### src/rtl/jtag_vpi_driver.sv
// JTAG bit-bang driver: shifts TAP_RESET/TMS_SEQ/SCAN/NOP commands out on tck/tms/tdi.
// Define JTAG_VPI_TDO_CAPTURE_EN to capture tdo into rsp_data; otherwise rsp_data stays 0.
module jtag_vpi_driver #(
    parameter int TCK_DIV = 2
) (
    input  logic        clk,
    input  logic        rst,
    input  logic        enable,
    input  logic        init_done,
    input  logic        cmd_valid,
    output logic        cmd_ready,
    input  logic [1:0]  cmd_op,
    input  logic [5:0]  cmd_len,
    input  logic [31:0] cmd_data,
    input  logic        cmd_exit,
    output logic        rsp_valid,
    output logic [31:0] rsp_data,
    output logic        busy,
    output logic        tck,
    output logic        tms,
    output logic        tdi,
    input  logic        tdo
);

    localparam logic [1:0] OP_TAP_RESET = 2'd0;
    localparam logic [1:0] OP_TMS_SEQ   = 2'd1;
    localparam logic [1:0] OP_SCAN      = 2'd2;
    localparam logic [1:0] OP_NOP       = 2'd3;

    localparam logic [1:0] S_IDLE = 2'd0;
    localparam logic [1:0] S_LOW  = 2'd1;
    localparam logic [1:0] S_HIGH = 2'd2;
    localparam logic [1:0] S_DONE = 2'd3;

    localparam logic [7:0] DIV_LAST = 8'(TCK_DIV - 1);

    logic [1:0]  state;
    logic [7:0]  div_cnt;
    logic [4:0]  bit_idx;
    logic [4:0]  last_idx;
    logic [1:0]  op_q;
    logic [31:0] data_q;
    logic        exit_q;
    logic        tms_q;
    logic        tdi_q;
    logic        accept;
    logic [4:0]  accept_last;
    logic        half_done;

    // Pin values {tms, tdi} for bit idx of a command.
    function automatic logic [1:0] bit_pins(input logic [1:0] op, input logic [31:0] data,
                                            input logic ex, input logic [4:0] idx,
                                            input logic [4:0] last);
        logic [1:0] pins;
        case (op)
            OP_TMS_SEQ: pins = {data[idx], 1'b0};
            OP_SCAN:    pins = {(idx == last) ? ex : 1'b0, data[idx]};
            default:    pins = 2'b10;
        endcase
        return pins;
    endfunction

    assign busy      = (state != S_IDLE);
    assign cmd_ready = enable & init_done & ~busy & ~rst;
    assign accept    = cmd_valid & cmd_ready;
    assign tck       = (state == S_HIGH);
    assign rsp_valid = (state == S_DONE);
    assign tms       = tms_q;
    assign tdi       = tdi_q;
    assign half_done = (div_cnt == DIV_LAST);

    // TAP_RESET always clocks 8 bits; a length of 0 (or anything past 32) means 32.
    always_comb begin
        accept_last = 5'd31;
        if (cmd_op == OP_TAP_RESET)
            accept_last = 5'd7;
        else if (cmd_len != 6'd0 && cmd_len <= 6'd32)
            accept_last = 5'(cmd_len - 6'd1);
    end

    always_ff @(posedge clk) begin
        if (rst) begin
            state    <= S_IDLE;
            div_cnt  <= '0;
            bit_idx  <= '0;
            last_idx <= '0;
            op_q     <= OP_NOP;
            data_q   <= '0;
            exit_q   <= 1'b0;
            tms_q    <= 1'b1;
            tdi_q    <= 1'b0;
        end else begin
            case (state)
                S_IDLE: begin
                    if (accept) begin
                        op_q     <= cmd_op;
                        data_q   <= cmd_data;
                        exit_q   <= cmd_exit;
                        last_idx <= accept_last;
                        bit_idx  <= '0;
                        div_cnt  <= '0;
                        if (cmd_op == OP_NOP) begin
                            state <= S_DONE;
                        end else begin
                            state          <= S_LOW;
                            {tms_q, tdi_q} <= bit_pins(cmd_op, cmd_data, cmd_exit, 5'd0, accept_last);
                        end
                    end
                end
                S_LOW: begin
                    div_cnt <= half_done ? 8'd0 : div_cnt + 8'd1;
                    if (half_done)
                        state <= S_HIGH;
                end
                S_HIGH: begin
                    div_cnt <= half_done ? 8'd0 : div_cnt + 8'd1;
                    if (half_done) begin
                        if (bit_idx == last_idx) begin
                            state <= S_DONE;
                        end else begin
                            state          <= S_LOW;
                            bit_idx        <= bit_idx + 5'd1;
                            {tms_q, tdi_q} <= bit_pins(op_q, data_q, exit_q, bit_idx + 5'd1, last_idx);
                        end
                    end
                end
                default: state <= S_IDLE;
            endcase
        end
    end

`ifdef JTAG_VPI_TDO_CAPTURE_EN
    logic [31:0] cap_q;
    logic [31:0] rsp_data_q;

    // tdo is sampled on the edge that raises tck; the result is published on entry to DONE.
    always_ff @(posedge clk) begin
        if (rst) begin
            cap_q      <= '0;
            rsp_data_q <= '0;
        end else begin
            if (state == S_IDLE && accept) begin
                cap_q <= '0;
                if (cmd_op == OP_NOP)
                    rsp_data_q <= '0;
            end
            if (state == S_LOW && half_done)
                cap_q[bit_idx] <= tdo;
            if (state == S_HIGH && half_done && bit_idx == last_idx)
                rsp_data_q <= (op_q == OP_SCAN) ? cap_q : 32'd0;
        end
    end

    assign rsp_data = rsp_data_q;
`else
    logic unused_tdo;
    assign unused_tdo = tdo;
    assign rsp_data   = '0;
`endif

endmodule

### config.mk
export PLATFORM = sky130hd
export DESIGN_NAME = jtag_vpi_driver
export DESIGN_NICKNAME = d
export VERILOG_FILES = /design/src/rtl/jtag_vpi_driver.sv
export SDC_FILE = /design/constraint.sdc
export NUM_CORES = 1
export LEC_CHECK = 0
export CAP_MARGIN = 20
export CORE_MARGIN = 2
export CORE_UTILIZATION = 49
export CTS_CLUSTER_SIZE = 8
export DETAILED_ROUTE_END_ITERATION = 10
export GPL_TIMING_DRIVEN = 0
export HOLD_SLACK_MARGIN = 0.03
export PLACE_DENSITY = 0.92
export SLEW_MARGIN = 40
export SYNTH_ARGS = -nofsm -noshare
export SYNTH_HDL_FRONTEND = slang
export SYNTH_SLANG_ARGS = --single-unit
### constraint.sdc
create_clock -name clk -period 2.45 [get_ports clk]
set_input_delay 0.3675 -clock clk [delete_from_list [all_inputs] [get_ports clk]]
set_output_delay 0.3675 -clock clk [all_outputs]
set_load 0.02 [all_outputs]
==> impl_metrics.py, run 1 <==
metrics = {
    "status": {
        "outcome": "complete, no violations",
    },
    "floorplan": {
        "io_pins": 85,
        "dieHeight_um": 86.2,
        "die_w_um": 86.2,
        "die-area_um2": 7440,
        "start_util_pct": 51.3,
        "rows": 29,
        "core_area_um2": 6460,
    },
    "timing": {
        "post-route-min-period_ns": 2.41,
        "final_max_slew_viol_count": 0,
        "setup_violations": 0,
        "hold_viol": 0,
        "worst_pin_slew_ns": 0.540,
        "max_freq_ghz": 0.415,
        "setup_tns_ns": 0,
        "skew_ns": 0.0103,
        "timing.slew.headroom_pct": 64.0,
        "fin_ws_ns": 0.0430,
        "post-route-period-util_pct": 98.2,
    },
    "synthesis": {
        "yosysWarnings": 0,
        "ys_ff_latch": 57,
        "synth_edf_count": 0,
        "netlist_instances": 399,
        "yosys.cell_types.count": 49,
        "synth_ff_type": "dfxtp_1",
        "syn_area_um2": 3310,
        "async_flop_share_pct": 0,
        "avgSynthCellArea_um2": 8.31,
        "ys_seq_area_share_pct": 34.4,
    },
    "place": {
        "dp_slack_ns": -0.173,
        "dpl_cell_area_um2": 4030,
        "gp_congestion": 0.889,
        "hpwl_mm": 5.98,
        "numPortBuffers": 50,
    },
    "setup_path": {
        "required_ns": 2.68,
        "setup.worst_path.start_class": "flop",
        "crit_path_end_kind": "flop",
        "critical_path_arrival_ns": 2.64,
        "crit_start": "bit_idx[0]",
        "worstSetupEndpoint": "tms",
        "r2r_end": "tms",
        "path_class": "flop to flop",
        "crit_fanout": 5,
        "regToRegSetupSlack_ns": 0.04,
        "ff2ff_path_depth": 7,
        "reg2reg_from": "bit_idx[0]",
    },
    "layout": {
        "final_util_pct": 65.5,
        "mostFrequentLayoutCells": "nand2_1, dfxtp_1, a21oi_1, clkdlybuf4s50_1, buf_4",
        "area_growth_pct": 27.6,
        "nets": 555,
        "final_common_cell": "nand2_1",
        "drive_above_1_share_pct": 12.7,
        "final_area_um2": 4230,
        "diodes": 0,
    },
    "hold_path": {
        "hold_class": "flop to flop",
    },
    "global_routing": {
        "overflow": 0,
        "grt_antenna_before_repair": 0,
        "grt_pass1_wl_mm": 12.4,
        "grt_pass1_vias": 2863,
        "grt_max_degree": 11,
        "grt_usage_pct": 21.3,
    },
    "flow_run": {
        "drv_cap": 0,
    },
    "clock_tree": {
        "clockBufferDepth": 2,
        "numClockSinks": 57,
        "clk_latency_ns": 0.34,
        "clk_pin_slew_worst_paths_ns": 0.07,
        "htree_levels": 3,
        "cts_tree": "yes",
        "cts-root-buf": "clkbuf_8",
        "cts_buffers": 9,
        "cts_hold_buffers": 0,
    },
    "detailed_routing": {
        "totalWireLength_mm": 7.98,
        "avgRoutedWirePerCell_um": 13.9,
        "drtIter0Drc": 183,
        "vias": 3012,
        "drc_errors": 0,
        "vias_per_cell": 5.24,
        "firstDrtPassIters": 4,
        "drtAntennaViolNets": 0,
    },
    "power_and_ir_drop": {
        "p_per_area_nw_per_um2": 620,
        "power.leakage_nw": 1.74,
        "irDropWorstVdd_v": 0.000477,
        "power_mw": 2.62,
    },
}
-- where the power goes --
group	switching, mW	internal (mW)
Combinational	0.428	0.331
Clock	0.380	0.464
Sequential	0.0401	0.981
-- synthesized netlist by cell type, drive strengths merged (3+ instances only) --
| cell type | n | share of area (%) |
|---|---|---|
| ha | 15 | 5.7 |
| buf | 34 | 7.9 |
| clkbuf | 19 | 2.3 |
| xnor2 | 4 | 1.1 |
| inv | 17 | 1.9 |
| o21ai | 9 | 1.4 |
| a211oi | 3 | 0.68 |
| and3 | 3 | 0.57 |
| nand3 | 7 | 1.1 |
| xor2 | 11 | 3.1 |
| a21oi | 51 | 7.8 |
| nor3 | 4 | 0.60 |
| mux2i | 6 | 1.8 |
| nor4b | 3 | 1.2 |
| nand2 | 79 | 8.9 |
| nor2 | 27 | 3.1 |
| mux4 | 9 | 7.0 |
| dfxtp | 57 | 34 |
| a311oi | 3 | 0.79 |
| nor3b | 3 | 0.68 |
| nor4 | 6 | 1.1 |
-- metal layers --
layer  global-route usage (%)  share of wire, %  vias up
met1                     23.7                41     1391
li1                         -                 -     1498
met3                     5.33               6.0       19
met4                     8.66               2.3        0
met2                     38.7                51      104
met5                        0                 0        -
-- what timing repair did --
item                       4_1_cts  5_1_grt
setup endpoints to repair        0        8
gates resized for setup          0        4
setup buffers                    0        1
-- worst max-delay path, cell delays in order, from the launching register on --
cell	delay, ns
dfxtp_2	0.35
ha_1	0.32
buf_6	0.15
mux4_1	0.55
mux2i_1	0.22
mux4_2	0.30
o21ai_0	0.08
a221o_1	0.33
-- state kept, by name, summed over array words and instances (netlist names) --
name / cells
bit_idx: 5
data_q: 32
div_cnt: 8
exit_q: 1
last_idx: 5
op_q: 2
state: 2
tdi: 1
tms: 1
-- final cells by class --
type,count,area [um^2]
clock inverters,6,58.8
fillers,552,2230
well taps,77,96.3
repair buffers,52,513
plain buffers,53,339
multi-input cells,303,1890
inverters,17,63.8
flip-flops and latches,57,1140
clock buffers,10,128
-- logic make-up (layout without fill, tap and decap cells) --
group,after synthesis,in the layout,share of synthesized area (%)
other cells,1,32,0.113
mux,15,15,8.83
buf+inv,70,138,12.1
simple gates,146,146,20.4
xor+xnor,15,15,4.19
compound gates,80,80,14.3
fa+ha+maj,15,15,5.66
flops,57,57,34.4
-- through the flow --
| step | cells | hold slack (ns) |
|---|---|---|
| 6_report | 575 | 0.456 |
| 5_1_grt | 575 | 0.481 |
| 4_1_cts | 573 | 0.455 |
| 3_5_place_dp | 557 | 0.446 |
| 3_3_place_gp | 557 | 0.437 |
| 2_1_floorplan | 430 | 0.432 |
-- worst min path at each step --
| stage | depth (start not counted) | startpoint | end |
|---|---|---|---|
| floorplan | 2 | data_q[0] | data_q[0] |
| global placement | 2 | data_q[23] | data_q[23] |
| detailed placement | 2 | data_q[23] | data_q[23] |
| CTS | 2 | data_q[23] | data_q[23] |
| global route | 2 | data_q[30] | data_q[30] |
| finish | 2 | data_q[23] | data_q[23] |
No activity file was read; power rests on OpenSTA's default activity.
==> inputs of run 2 (changes only) <==
--- a/config.mk
+++ b/config.mk
@@ -6,14 +6,13 @@
 export NUM_CORES = 1
 export LEC_CHECK = 0
 export CAP_MARGIN = 20
-export CORE_MARGIN = 2
 export CORE_UTILIZATION = 49
-export CTS_CLUSTER_SIZE = 8
+export CTS_CLUSTER_SIZE = 12
 export DETAILED_ROUTE_END_ITERATION = 10
 export GPL_TIMING_DRIVEN = 0
 export HOLD_SLACK_MARGIN = 0.03
 export PLACE_DENSITY = 0.92
-export SLEW_MARGIN = 40
+export SLEW_MARGIN = 15
 export SYNTH_ARGS = -nofsm -noshare
 export SYNTH_HDL_FRONTEND = slang
 export SYNTH_SLANG_ARGS = --single-unit
==> impl_metrics.py, run 2 (synthesis gave the netlist of run 1 again) <==
metrics = {
    "status": {
        "outcome": "finished with violations",
        "violations": "DRC",
    },
    "place": {
        "dpl_cell_area_um2": 4030,
        "numPortBuffers": 50,
        "dp_slack_ns": -0.215,
        "gp_congestion": 0.890,
        "hpwl_mm": 5.72,
        "dpl.cell_count": 557,
    },
    "timing": {
        "hold_viol": 0,
        "max_freq_ghz": 0.423,
        "final_max_slew_viol_count": 0,
        "holdWs_ns": 0.455,
        "worst_pin_slew_ns": 0.531,
        "timing.slew.headroom_pct": 64.6,
        "post-route-period-util_pct": 96.6,
        "skew_ns": 0.00699,
        "setup_violations": 0,
        "grt_setup_unrepaired": "false",
        "fin_ws_ns": 0.0835,
        "post-route-min-period_ns": 2.37,
    },
    "floorplan": {
        "die_w_um": 84.2,
        "io_pins": 85,
        "start_util_pct": 51.6,
        "die-area_um2": 7100,
        "dieHeight_um": 84.2,
        "rows": 29,
        "core_area_um2": 6420,
    },
    "hold_path": {
        "min_from": "data_q[13]",
        "min_path_cells": 2,
        "min_to": "data_q[13]",
        "hold_class": "flop to flop",
    },
    "layout": {
        "final_cells": 574,
        "largest_reg_flops": 32,
        "final_common_cell": "nand2_1",
        "final_area_um2": 4270,
        "final_util_pct": 66.5,
        "diodes": 0,
        "area_growth_pct": 28.9,
        "top_register": "data_q",
        "mostFrequentLayoutCells": "nand2_1, dfxtp_1, a21oi_1, clkdlybuf4s50_1, buf_4",
        "top_regs": "data_q x32, div_cnt x8",
        "nets": 554,
        "drive_above_1_share_pct": 13.1,
    },
    "power_and_ir_drop": {
        "swShare_pct": 29.8,
        "seq_power_share_pct": 35.6,
        "power.leakage_nw": 1.74,
        "p_sw_mw": 0.852,
        "irDropWorstVdd_v": 0.000501,
        "p_int_mw": 2.01,
        "power_frac_clock_pct": 37.9,
        "p_per_area_nw_per_um2": 670,
        "combPwrFrac_pct": 26.4,
    },
    "setup_path": {
        "required_ns": 2.68,
        "reg2reg_from": "bit_idx[0]",
        "critical_path_arrival_ns": 2.60,
        "regToRegSetupSlack_ns": 0.08,
        "ff2ff_path_depth": 7,
        "setup.worst_path.start_class": "flop",
        "path_class": "flop to flop",
        "r2r_end": "tms",
        "crit_fanout": 8,
        "crit_path_end_kind": "flop",
    },
    "clock_tree": {
        "cts_buffers": 9,
        "htree_levels": 3,
        "clk_latency_ns": 0.34,
        "clockBufferDepth": 2,
        "cts_tree": "yes",
        "clk_pin_slew_worst_paths_ns": 0.07,
        "cts-root-buf": "clkbuf_8",
        "numClockSinks": 57,
        "cts_hold_buffers": 0,
    },
    "global_routing": {
        "grt_max_degree": 11,
        "overflow": 0,
        "grt_antenna_before_repair": 0,
        "grt_pass1_vias": 2737,
        "grt_pass1_wl_mm": 12.3,
        "grt_usage_pct": 22.3,
    },
    "flow_run": {
        "drv_cap": 0,
    },
    "detailed_routing": {
        "vias": 3055,
        "drc_errors": 14,
        "drtAntennaViolNets": 0,
        "firstDrtPassIters": 8,
        "avgRoutedWirePerCell_um": 13.3,
        "vias_per_cell": 5.32,
        "drtIter0Drc": 199,
        "totalWireLength_mm": 7.63,
    },
}
-- run 2: layer usage --
layer	GRT usage [%]	part of all wire, %
met4	11.6	2.4
met1	26.0	40
met3	5.41	7.9
met2	38.2	49
met5	0	0
-- run 2: layout make-up --
class | count | area [um^2]
Multi-Input combinational cell | 303 | 1880
Sequential cell | 57 | 1140
Clock buffer | 10 | 138
Tap cell | 77 | 96.3
Inverter | 17 | 63.8
Clock inverter | 6 | 105
Buffer | 53 | 338
Timing Repair Buffer | 51 | 508
Fill cell | 529 | 2150
-- run 2: stage by stage --
step	total power [mW]	TNS, ns
after floorplan	1.54	0
after global placement	1.75	-0.147
after detailed placement	1.78	-0.250
after CTS	2.85	0
after global routing	2.98	0
final	2.86	0
-- run 2: repair_timing --
action / CTS / global route
endpoints found under the setup margin: 0 / 1
gates resized for setup: 0 / 5
buffers inserted: 0 / 1
-- run 2: how the worst max path moves through the flow --
stage               slack [ns]  cells after the start  startpoint  endpoint
global route            0.0001                      7  bit_idx[0]       tms
floorplan                 0.32                      7  bit_idx[0]       tms
global placement         -0.15                      9  cmd_len[0]       tms
CTS                       0.05                      7  bit_idx[1]       tms
detailed placement       -0.22                      9  cmd_len[0]       tms
finish                    0.08                      7  bit_idx[0]       tms
-- run 2: critical path, stage by stage (launching register included) --
cell and delay [ns]:
dfxtp_1 0.35, ha_1 0.31, buf_6 0.16, mux4_1 0.60, mux2i_1 0.15, mux4_2 0.28, o21ai_0 0.08, a221o_1 0.33
-- run 2: power groups by stage --
| stage | combinational [mW] | sequential, mW | clock [mW] |
|---|---|---|---|
| final | 0.756 | 1.02 | 1.08 |
| after detailed placement | 0.741 | 1.04 | 0 |
| after CTS | 0.743 | 1.02 | 1.09 |
| after floorplan | 0.504 | 1.04 | 0 |
| after global placement | 0.717 | 1.03 | 0 |
| after global routing | 0.829 | 1.03 | 1.13 |
